## src/rtl/integer_division_pkg.sv

```systemverilog
// Constants shared by the divide/modulus stage and the recompose stage:
// divisor, its width, FSM encoding and accumulator sizing.
package integer_division_pkg;

   localparam int unsigned DIVISOR   = 1234101;
   localparam int unsigned DIV_BITS  = 21;
   localparam int unsigned DEF_WIDTH = 32;

   // The extra bit absorbs the carry from adding r, so the accumulator can never wrap
   localparam int unsigned ACC_WIDTH = DEF_WIDTH + DIV_BITS + 1;

   localparam logic [1:0] ST_IDLE = 2'd0;
   localparam logic [1:0] ST_RUN  = 2'd1;
   localparam logic [1:0] ST_DONE = 2'd2;

   function automatic int unsigned acc_width(input int unsigned w);
      return w + DIV_BITS + 1;
   endfunction

endpackage

```

## src/rtl/integer_recompose_serial_shift_add_step.sv

```systemverilog
// One partial-product step of the serial multiplier:
// o_acc_next = i_acc + (i_bit ? DIVISOR << i_cnt : 0).
module shift_add_step
   import integer_division_pkg::*;
#(
   parameter int unsigned ACC_W = ACC_WIDTH,
   parameter int unsigned CNT_W = 5
) (
   input  logic [ACC_W-1:0] i_acc,
   input  logic             i_bit,
   input  logic [CNT_W-1:0] i_cnt,
   output logic [ACC_W-1:0] o_acc_next
);

   localparam logic [ACC_W-1:0] DIV_EXT = ACC_W'(DIVISOR);

   logic [ACC_W-1:0] w_addend;

   always_comb begin
      w_addend   = i_bit ? (DIV_EXT << i_cnt) : '0;
      o_acc_next = i_acc + w_addend;
   end

endmodule

```

## src/rtl/integer_recompose_serial.sv

```systemverilog
// Serial rebuild of a = q*DIVISOR + r, one quotient bit per cycle, with valid/ready on both sides.
// Optional macro RANGE_CHECK_EN adds the r >= DIVISOR flag (rng_err); otherwise rng_err is tied 0.
module integer_recompose_serial
   import integer_division_pkg::*;
#(
   parameter int unsigned WIDTH = DEF_WIDTH
) (
   input  logic             clk,
   input  logic             rst,
   input  logic             in_valid,
   output logic             in_ready,
   input  logic [WIDTH-1:0] q,
   input  logic [WIDTH-1:0] r,
   output logic             out_valid,
   input  logic             out_ready,
   output logic [WIDTH-1:0] a,
   output logic             ovf,
   output logic             rng_err
);

   localparam int unsigned ACC_W    = acc_width(WIDTH);
   localparam int unsigned CNT_W    = $clog2(WIDTH);
   localparam logic [CNT_W-1:0] CNT_LAST = CNT_W'(WIDTH - 1);

   logic [1:0]       r_state;
   logic [WIDTH-1:0] r_q_sh;
   logic [ACC_W-1:0] r_acc;
   logic [CNT_W-1:0] r_cnt;
   logic [WIDTH-1:0] r_a;
   logic             r_ovf;
   logic [ACC_W-1:0] w_acc_next;
   logic             w_accept;
   logic             w_finish;

   shift_add_step #(
      .ACC_W (ACC_W),
      .CNT_W (CNT_W)
   ) u_step (
      .i_acc      (r_acc),
      .i_bit      (r_q_sh[0]),
      .i_cnt      (r_cnt),
      .o_acc_next (w_acc_next)
   );

   assign w_accept  = (r_state == ST_IDLE) && in_valid;
   assign w_finish  = (r_state == ST_RUN) && (r_cnt == CNT_LAST);
   assign in_ready  = (r_state == ST_IDLE);
   assign out_valid = (r_state == ST_DONE);
   assign a         = r_a;
   assign ovf       = r_ovf;

   always_ff @(posedge clk) begin
      if (rst) begin
         r_state <= ST_IDLE;
         r_q_sh  <= '0;
         r_acc   <= '0;
         r_cnt   <= '0;
         r_a     <= '0;
         r_ovf   <= 1'b0;
      end else begin
         case (r_state)
            ST_IDLE: begin
               if (w_accept) begin
                  r_q_sh  <= q;
                  r_acc   <= ACC_W'(r);
                  r_cnt   <= '0;
                  r_state <= ST_RUN;
               end
            end
            ST_RUN: begin
               r_acc  <= w_acc_next;
               r_q_sh <= r_q_sh >> 1;
               r_cnt  <= r_cnt + 1'b1;
               // Fixed WIDTH-cycle latency: no early exit when the remaining quotient bits are zero
               if (w_finish) begin
                  r_state <= ST_DONE;
                  r_a     <= w_acc_next[WIDTH-1:0];
                  r_ovf   <= |w_acc_next[ACC_W-1:WIDTH];
               end
            end
            ST_DONE: begin
               if (out_ready) begin
                  r_state <= ST_IDLE;
               end
            end
            default: r_state <= ST_IDLE;
         endcase
      end
   end

`ifdef RANGE_CHECK_EN
   logic r_rng_pend;
   logic r_rng_err;

   always_ff @(posedge clk) begin
      if (rst) begin
         r_rng_pend <= 1'b0;
         r_rng_err  <= 1'b0;
      end else begin
         if (w_accept) begin
            r_rng_pend <= (r >= WIDTH'(DIVISOR));
         end
         if (w_finish) begin
            r_rng_err <= r_rng_pend;
         end
      end
   end

   assign rng_err = r_rng_err;
`else
   assign rng_err = 1'b0;
`endif

endmodule

```

## config.mk

```make
export PLATFORM = sky130hd
export DESIGN_NAME = integer_recompose_serial
export DESIGN_NICKNAME = d
export VERILOG_FILES = /design/src/rtl/integer_division_pkg.sv /design/src/rtl/integer_recompose_serial_shift_add_step.sv /design/src/rtl/integer_recompose_serial.sv
export SDC_FILE = /design/constraint.sdc
export NUM_CORES = 1
export LEC_CHECK = 0
export BUFFER_PORTS_ARGS = -buffer_cell sky130_fd_sc_hd__buf_2
export CAP_MARGIN = 20
export CORE_MARGIN = 5
export CORE_UTILIZATION = 35
export CTS_BUF_LIST = sky130_fd_sc_hd__clkbuf_8
export DETAILED_ROUTE_END_ITERATION = 16
export PLACE_DENSITY = 0.54
export SLEW_MARGIN = 5
export SYNTH_ARGS = -nofsm -noshare
export SYNTH_HDL_FRONTEND = slang
export SYNTH_SLANG_ARGS = --single-unit
```

## constraint.sdc

```tcl
create_clock -name clk -period 11.3 [get_ports clk]
set_input_delay 1.695 -clock clk [delete_from_list [all_inputs] [get_ports clk]]
set_output_delay 1.695 -clock clk [all_outputs]
set_load 0.02 [all_outputs]
```

==> flow_summary.toml, run 1 <==
[outcome]
status = "complete, no violations"

[floorplanning]
ios = 104
core_area_mm2 = 0.0267
die_w_um = 174
dieArea_mm2 = 0.0303
start_util = 0.353
num_rows = 60
die_h_um = 174

[yosys]
synth-edff-count = 0
ys_ff_latch = 126
yosys_most_used_dff = "dfxtp_1"
syn_inst = 1362
yosysWarningCount = 0
yosysUniqueCellTypes = 71
synth_seq_area_share = 0.268
syn_area_per_cell_um2 = 6.92
syn_area_mm2 = 0.00943
synth_nets = 1491
async_reset_ff_frac = 0

[finish]
final_nets = 1523
layout_commonest_cell = "nor2_1"
area_growth_pct = 11.7
layout_common_cells = "nor2_1 (338), a21oi_1 (139), dfxtp_1 (124)"
layout-drive-gt1-share = 0.117
num_antenna_cells = 0
final_cell_count_no_fill = 1747

[job]
max_cap_violations = 0

[global_routing]
antenna_found_initial = 3
grtUsageTotal = 0.198
grt_pass1_wl_um = 48900
grt_overflow_total = 0
grt_max_degree = 91
grt_pass1_vias = 8953

[power_and_ir_drop]
p_sw_frac = 0.320
leakage_nw = 4.67
p_comb_frac = 0.191
switchingPower_w = 0.000386
ir_worst_vdd_uv = 68.5
power_frac_seq = 0.403
p_clk_frac = 0.406
internal_power_w = 0.000820
powerDensity_mw_per_mm2 = 114

[sta]
timing.slew.headroom = 0.322
period_share = 0.510
rsz0062_at_grt = "false"
tns_ps = 0
skew_ps = 19.0
report.final.hold_viol_count = 0
worst_pin_slew_ps = 1020
max_clock_freq_mhz = 174
setup_viol = 0
maxSlewViolCount = 0
fin_crit_ps = 5760

[cts]
postCtsHoldBufs = 0
cts.clk_slew.worst_paths_ps = 90
cts_tree = "done"
cts_setup_buffers = 0
cts_sinks = 126
clock_latency_ps = 470
post_cts_resized = 0
cts-root-buf = "clkbuf_8"
clockBufferDepth = 2
htree_levels = 4
cts_buffers = 17

[route]
vias = 9647
wire_per_inst_um = 17.7
vias_per_cell = 5.52
drc = 0
ant_nets = 0
first_pass_iters = 5
routed_wl_um = 30900
drt_iter0_drc = 702

[placed_design]
portBuffers = 102
routabilityCongestion = 0.913
dpl.hpwl_um = 22400
dp_cells = 1716

[setup_path]
r2r_slack_ps = 5540
crit_type = "flip-flop to flip-flop"
path_max_fanout = 15
rr_startpoint = "r_cnt[0]"
start_kind = "flip-flop"
worst-endpoint-arrival_ps = 6110
endpoint_kind = "flip-flop"
r2r-end = "ovf"
worstPathRequired_ps = 11650
ff2ff_path_depth = 20

[hold_path]
holdPathEnd = "a[1]"
hold_depth = 2
hold_path_class = "flip-flop to flip-flop"
worstHoldStart = "a[1]"
[worst max-delay path: stages, from the launching register on]
cell and delay (ps):
dfxtp_1 660, inv_1 190, ha_1 470, nor2b_1 340, a21oi_1 90, and2_1 190
a21oi_1 160, o22ai_1 90, and2_1 170, ha_1 440, and2_4 200, nand2_2 60
or4_4 510, a311oi_2 350, nor2_1 150, o221ai_1 220, xor2_1 110, or4_1 520
or4_1 420, nor4_1 190, a31oi_1 120
[how the worst max path moves through the flow]
stage                     end      from  slack (ps)  depth (start not counted)
after floorplan           ovf  r_cnt[0]        6360                         22
after global placement    ovf  r_cnt[0]        5660                         20
after global routing      ovf  r_cnt[0]        5160                         20
after detailed placement  ovf  r_cnt[0]        5580                         20
final                     ovf  r_cnt[0]        5540                         20
after CTS                 ovf  r_cnt[0]        5540                         20
[flip-flops by register name (all words and copies together), names as in the netlist]
register and count:
r_q_sh 32, a 32, r_state 2, ovf 1
r_cnt 5, r_acc 54
[logic make-up (layout without fill, tap and decap cells)]
logic type                 count (synthesis)  after routing  share of synthesized area
adders and majority gates                 61             61                     0.0817
xor gates and xnor gates                  50             50                     0.0464
DFF                                      126            126                      0.268
and+or+nand+nor                          630            630                      0.297
muxes                                     11             11                     0.0131
buffers and inverters                    121            165                     0.0512
other                                      1              1                   0.000398
AOI/OAI and AO/OA                        362            362                      0.242
[layer usage]
metal	GRT usage	wire, µm	up-vias
met5	0	25	-
met2	0.299	13400	263
met4	0.0581	623	4
met1	0.285	15100	4511
met3	0.0394	1740	50
li1	-	-	4819
[through the flow]
stage | instance area, µm² | hold WS (ps) | util | setup WS (ps) | total power [W]
global route | 10500 | 478 | 0.394 | 5160 | 0.00127
detailed placement | 10100 | 451 | 0.377 | 5580 | 0.000725
CTS | 10500 | 464 | 0.394 | 5540 | 0.00122
global placement | 10100 | 442 | 0.377 | 5660 | 0.000726
floorplan | 9430 | 436 | - | 6360 | 0.000662
finish | 10500 | 462 | 0.394 | 5540 | 0.00121
[synth_stat cells (all sizes together), types with 27 or more instances]
master  number  area, µm²
nor2       339       1270
a21oi      140        712
o21ai       57        289
a22oi       56        420
dfxtp      126       2520
nor3        74        370
xor2        27        236
clkbuf      78        293
ha          60        751
nand2       83        317
nor2b       48        300
a21o        29        218
[cell type report]
| type | instances | area, µm² |
|---|---|---|
| clock buffer | 17 | 234 |
| clock inverter | 14 | 231 |
| fill | 2891 | 16200 |
| inverter | 20 | 75.1 |
| multi-input combinational | 1115 | 6440 |
| sequential | 126 | 2530 |
| tap | 341 | 427 |
| timing repair buffer | 114 | 603 |
[power groups by stage]
| stage | logic [W] | clock network, W | registers (W) |
|---|---|---|---|
| after floorplan | 0.000175 | 0 | 0.000487 |
| after global placement | 0.000231 | 0 | 0.000495 |
| after detailed placement | 0.000230 | 0 | 0.000496 |
| after CTS | 0.000231 | 0.000503 | 0.000486 |
| after global routing | 0.000258 | 0.000519 | 0.000488 |
| final | 0.000231 | 0.000490 | 0.000485 |
No activity file was read; power rests on OpenSTA's default activity.
==> inputs of run 2 (changes only) <==
Clock period 11.3 ns to 5.5 ns, I/O delays scaled along.
==> run 2 against run 1 <==
Critical endpoint unchanged. Utilization increased by 0.27 points. Flip-flop and latch count unchanged. Largest cell class unchanged. Setup slack got worse by 5200 ps. Critical path type unchanged. Combinational power increased by 110%. Worst hold slack improved by 1.7 ps. Cell count increased by 0.63%.
==> flow_summary.toml, run 2 (same netlist as run 1, synthesis figures left out) <==
[sta]
timing.slew.headroom = 0.374
tns_ps = 0
report.final.hold_viol_count = 0
period_share = 0.942
whs_ps = 464
maxSlewViolCount = 0
max_clock_freq_mhz = 193
skew_ps = 17.0
fin_crit_ps = 5180
setup_viol = 0
worst_pin_slew_ps = 936
rsz0062_at_grt = "false"

[cts]
cts_buffers = 17
clock_latency_ps = 470
cts_setup_buffers = 0
cts_sinks = 126
cts-root-buf = "clkbuf_8"
cts_tree = "done"
postCtsHoldBufs = 0
clockBufferDepth = 2
htree_levels = 4
cts.clk_slew.worst_paths_ps = 90

[floorplanning]
dieArea_mm2 = 0.0303
die_w_um = 174
ios = 104
start_util = 0.353
core_area_mm2 = 0.0267
die_h_um = 174
num_rows = 60

[route]
ant_nets = 0
wire_per_inst_um = 17.7
vias_per_cell = 5.50
drt_iter0_drc = 641
first_pass_iters = 5
drc = 0
vias = 9665
routed_wl_um = 31200

[placed_design]
dpl.hpwl_um = 23000
portBuffers = 102
routabilityCongestion = 0.936

[finish]
layout-drive-gt1-share = 0.128
num_antenna_cells = 0
layout_common_cells = "nor2_1 (337), a21oi_1 (138), dfxtp_1 (123)"
layout_commonest_cell = "nor2_1"
final_nets = 1534
largest_reg_flops = 54
top_register = "r_acc"
area_growth_pct = 12.5
final.fill_count = 2920

[global_routing]
grt_pass1_vias = 9303
grtUsageTotal = 0.202
antenna_found_initial = 2
grt_pass1_wl_um = 50200
grt_max_degree = 81
grt_overflow_total = 0

[setup_path]
start_kind = "flip-flop"
worstPathRequired_ps = 5860
endpoint_kind = "flip-flop"
critPathLaunch = "r_cnt[0]"
path_max_fanout = 8
crit_type = "flip-flop to flip-flop"
worst-endpoint-arrival_ps = 5540
rr_startpoint = "r_cnt[0]"

[outcome]
status = "complete, no violations"

[power_and_ir_drop]
powerDensity_mw_per_mm2 = 225
ir_worst_vdd_uv = 121
leakage_nw = 4.70

[hold_path]
worstHoldStart = "a[0]"
hold_path_class = "flip-flop to flip-flop"

[job]
max_cap_violations = 0
-- run 2: cell type report --
cell class                 instances  area (µm²)  share of cell area
tap                              341         427              0.0402
clock buffer                      17         234              0.0221
sequential                       126        2530               0.238
clock inverter                    14         181              0.0171
multi-input combinational       1115        6460               0.609
timing repair buffer             125         698              0.0658
inverter                          20        75.1             0.00708
-- run 2: metrics by stage --
stage | utilization | setup WS (ps) | area (µm²) | instances | total power, W
global placement | 0.380 | 340 | 10200 | 1726 | 0.00149
detailed placement | 0.380 | 148 | 10200 | 1726 | 0.00149
global route | 0.397 | 33.8 | 10600 | 1758 | 0.00252
floorplan | - | 559 | 9430 | 1362 | 0.00136
CTS | 0.395 | 126 | 10600 | 1757 | 0.00240
finish | 0.397 | 320 | 10600 | 1758 | 0.00239
-- run 2: final timing paths --
kind	slack [ps]	depth (start not counted)	end
max	320	20	ovf
max reg2reg	320	20	ovf
min reg2reg	460	2	a[0]
min	460	2	a[0]
-- run 2: worst max-delay path, stage by stage, from the launching register on --
cell      delay, ps
dfxtp_1         320
inv_1           110
ha_1            390
nor2b_1         270
a21o_1          150
nor2b_1         210
a21oi_2          70
o22ai_1         130
and2_1          150
ha_2            320
a21o_1          190
o21bai_1        180
a221oi_1        330
o21ai_0         150
or2_1           320
a41o_1          280
xor2_1          170
or4_1           530
or4_1           430
nor4_1          240
a31oi_1         130
-- run 2: per-layer routing --
metal | part of all wire | up-vias | global-route usage
li1 | - | 4842 | -
met1 | 0.48 | 4501 | 0.281
met2 | 0.44 | 282 | 0.317
met3 | 0.063 | 36 | 0.0446
met4 | 0.016 | 4 | 0.0518
met5 | 0.00061 | - | 0
-- run 2: repair_timing --
item | 4_1_cts | 5_1_grt
gates resized for setup | 0 | 8
endpoints found under the setup margin | 0 | 1
endpoints found under the hold margin | 0 | 0
-- run 2: power by group --
group / switching [W] / internal, W / total [W]
Sequential: 0.0000349 / 0.000960 / 0.000995
Combinational: 0.000303 / 0.000181 / 0.000484
Clock: 0.000452 / 0.000456 / 0.000907
Total: 0.000789 / 0.00160 / 0.00239
==> inputs of run 3 (changes only) <==
Settings changed: ABC_AREA set to 1.
==> run 3 against run 2 <==
Highest routed layer is now met4. Die area increased by 8.3%. Clock skew about the same. Setup slack improved by 780 ps. Non-clock buffer count decreased by 12. Maximum frequency up 18%. Synthesized area up 8.8%. Total power fell by 9.2%. Clock power fell by 6.2%. Flip-flop and latch count stayed put.
==> flow_summary.toml, run 3 <==
[outcome]
status = "complete, no violations"

[finish]
num_antenna_cells = 0
final_nets = 1979
top_register = "r_acc"
layout-drive-gt1-share = 0.0945
layout_commonest_cell = "nand2_1"
largest_reg_flops = 54
final_core_util = 0.399
layout_common_cells = "nand2_1 (687), inv_1 (287), nor2_1 (126), dfxtp_1 (126), buf_2 (102)"
area_growth_pct = 12.3

[power_and_ir_drop]
power_frac_seq = 0.450
leakage_nw = 6.14
switchingPower_w = 0.000697
p_comb_frac = 0.158
p_clk_frac = 0.393
ir_worst_vdd_uv = 199
p_sw_frac = 0.322
internal_power_w = 0.00147
fin_total_pwr_w = 0.00217
powerDensity_mw_per_mm2 = 188

[cts]
post_cts_resized = 0
cts_sinks = 126
cts_buffers = 17
cts_setup_buffers = 0
postCtsHoldBufs = 0
cts-root-buf = "clkbuf_8"
htree_levels = 4
cts_tree = "done"
clockBufferDepth = 2
clock_latency_ps = 500
cts.clk_slew.worst_paths_ps = 90

[floorplanning]
dieArea_mm2 = 0.0328
num_rows = 62
start_util = 0.356
ios = 104
die_w_um = 181
die_h_um = 181
core_area_mm2 = 0.0289

[sta]
max_clock_freq_mhz = 227
tns_ps = 0
whs_ps = 467
setup_viol = 0
fin_crit_ps = 4400
rsz0062_at_grt = "false"
worst_pin_slew_ps = 746
period_share = 0.801
maxSlewViolCount = 0
report.final.hold_viol_count = 0
skew_ps = 16.8
timing.slew.headroom = 0.503

[global_routing]
grt_overflow_total = 0
grtUsageTotal = 0.239
grt_pass1_vias = 10700
grt_pass1_wl_um = 60900
grt_max_degree = 65
antenna_found_initial = 0

[setup_path]
start_kind = "flip-flop"
worst-endpoint-arrival_ps = 4800
crit_type = "flip-flop to flip-flop"
rr_startpoint = "r_cnt[3]"
endpoint_kind = "flip-flop"
r2r-end = "ovf"
slowest_delay_ps = 800
worstPathRequired_ps = 5900
crit_path_cell_trace = "inv_1 > nor2_1 > nand2_1 > o21ai_0 > nor2_1 > ha_1 > nand2_1 > inv_1 > nand2_1 > nor3_1 > nand2_1 > nor2_1 > nand2_1 > nand3_1 > nand2_1 > nand2_1 > nand2_1 > nor2_1 > nand2_1 > nor2_1 > a21oi_1"
timing.critical_path.buf_inv = 2
crit_top_cell = "nand2_1"
slowest_stage = "dfxtp_1"
crit_family = "simple AND/OR/NAND/NOR gates"
r2r_slack_ps = 1100
path_max_fanout = 24
ff2ff_path_depth = 21

[yosys]
async_reset_ff_frac = 0
synth_nets = 1905
syn_area_mm2 = 0.0103
synthTopCellsByArea = "nand2_1 (25%), dfxtp_1 (25%), inv_1 (10%), ha_1 (7.3%), nor2_1 (4.7%)"
synth_seq_area_share = 0.246
syn_inst = 1776
synth.largest_area_cell = "nand2_1"
yosysUniqueCellTypes = 38
synth-edff-count = 0
yosys_most_used_dff = "dfxtp_1"
syn_area_per_cell_um2 = 5.78
ys_ff_latch = 126
synth.top_cell.area_share = 0.251
yosys.cell_count.top_type = "nand2_1"
yosysWarningCount = 0
synth_common_cells = "nand2_1 (687), inv_1 (287), nor2_1 (129)"

[hold_path]
hold_path_class = "flip-flop to flip-flop"
worstHoldStart = "r_q_sh[31]"
hold_depth = 2
holdPathEnd = "r_q_sh[31]"

[placed_design]
dpl.hpwl_um = 32300
routabilityCongestion = 1.06
portBuffers = 102

[route]
ant_nets = 0
drc = 0
routed_wl_um = 40100
vias = 11200
wire_per_inst_um = 17.9
first_pass_iters = 5
drt_iter0_drc = 1039
vias_per_cell = 5.01

[job]
max_cap_violations = 0
-- run 3: changes by cell type in the layout (fill, tap and decap cells not counted), moves of 13 or more --
cell,change
and2_1,-13
inv_1,+268
a22oi_1,-49
a21o_1,-26
nor3_1,-63
a21oi_1,-53
nand2_1,+607
a31oi_1,+52
nor2b_1,-47
nand3_1,+43
nor2_1,-211
o21ai_0,+13
xnor2_1,-16
o21bai_1,+25
-- run 3: power by group through the flow --
stage	clock network, W	registers [W]	logic (W)
after detailed placement	0	0.000995	0.000340
after global routing	0.000906	0.000979	0.000381
after floorplan	0	0.000987	0.000226
after global placement	0	0.000995	0.000341
after CTS	0.000870	0.000974	0.000342
final	0.000851	0.000975	0.000341
-- run 3: worst max-delay path by stage --
stage / cells after the start / end / start
final: 21 / ovf / r_cnt[3]
after global routing: 19 / ovf / r_cnt[3]
after CTS: 21 / ovf / r_cnt[3]
after detailed placement: 21 / ovf / r_cnt[3]
after global placement: 19 / ovf / r_cnt[3]
after floorplan: 24 / ovf / r_cnt[0]
-- run 3: per-layer routing --
metal | vias up | GRT usage | wire length, µm
met4 | 0 | 0.0715 | 1050
met1 | 5145 | 0.326 | 18700
met3 | 53 | 0.0505 | 2520
met5 | - | 0 | 0
met2 | 338 | 0.381 | 17800
li1 | 5711 | - | -
-- run 3: worst reg2reg max path: stages (launching register included) --
cell	delay, ps
dfxtp_1	800
inv_1	490
nor2_1	240
nand2_1	80
o21ai_0	190
nor2_1	170
ha_1	480
nand2_1	120
inv_1	80
nand2_1	120
nor3_1	450
nand2_1	160
nor2_1	120
nand2_1	140
nand3_1	120
nand2_1	60
nand2_1	60
nand2_1	50
nor2_1	150
nand2_1	80
nor2_1	80
a21oi_1	60
-- run 3: logic make-up after synthesis --
family	count (synthesis)	share of synthesized area
XOR/XNOR	30	0.0256
buffers and inverters	348	0.128
flip-flops	126	0.246
AO/OA/AOI/OAI	269	0.153
adder cells (fa/ha/maj)	61	0.0751
other	1	0.000365
AND/OR/NAND/NOR	941	0.373
-- run 3: area by class of cell --
type                    instances  area, µm²
inverters                     290       1090
fillers                      3285      17300
well taps                     384        480
clock inverters                14        143
flip-flops and latches        126       2520
multi-input cells            1302       6450
clock buffers                  18        248
repair buffers                113        593
-- run 3: through the flow --
stage | instance area, µm² | instances | setup slack [ps]
final | 11500 | 2247 | 1100
after detailed placement | 11100 | 2215 | 1220
after floorplan | 10300 | 1776 | 2510
after global routing | 11500 | 2247 | 774
after CTS | 11500 | 2247 | 1190
after global placement | 11100 | 2215 | 1110
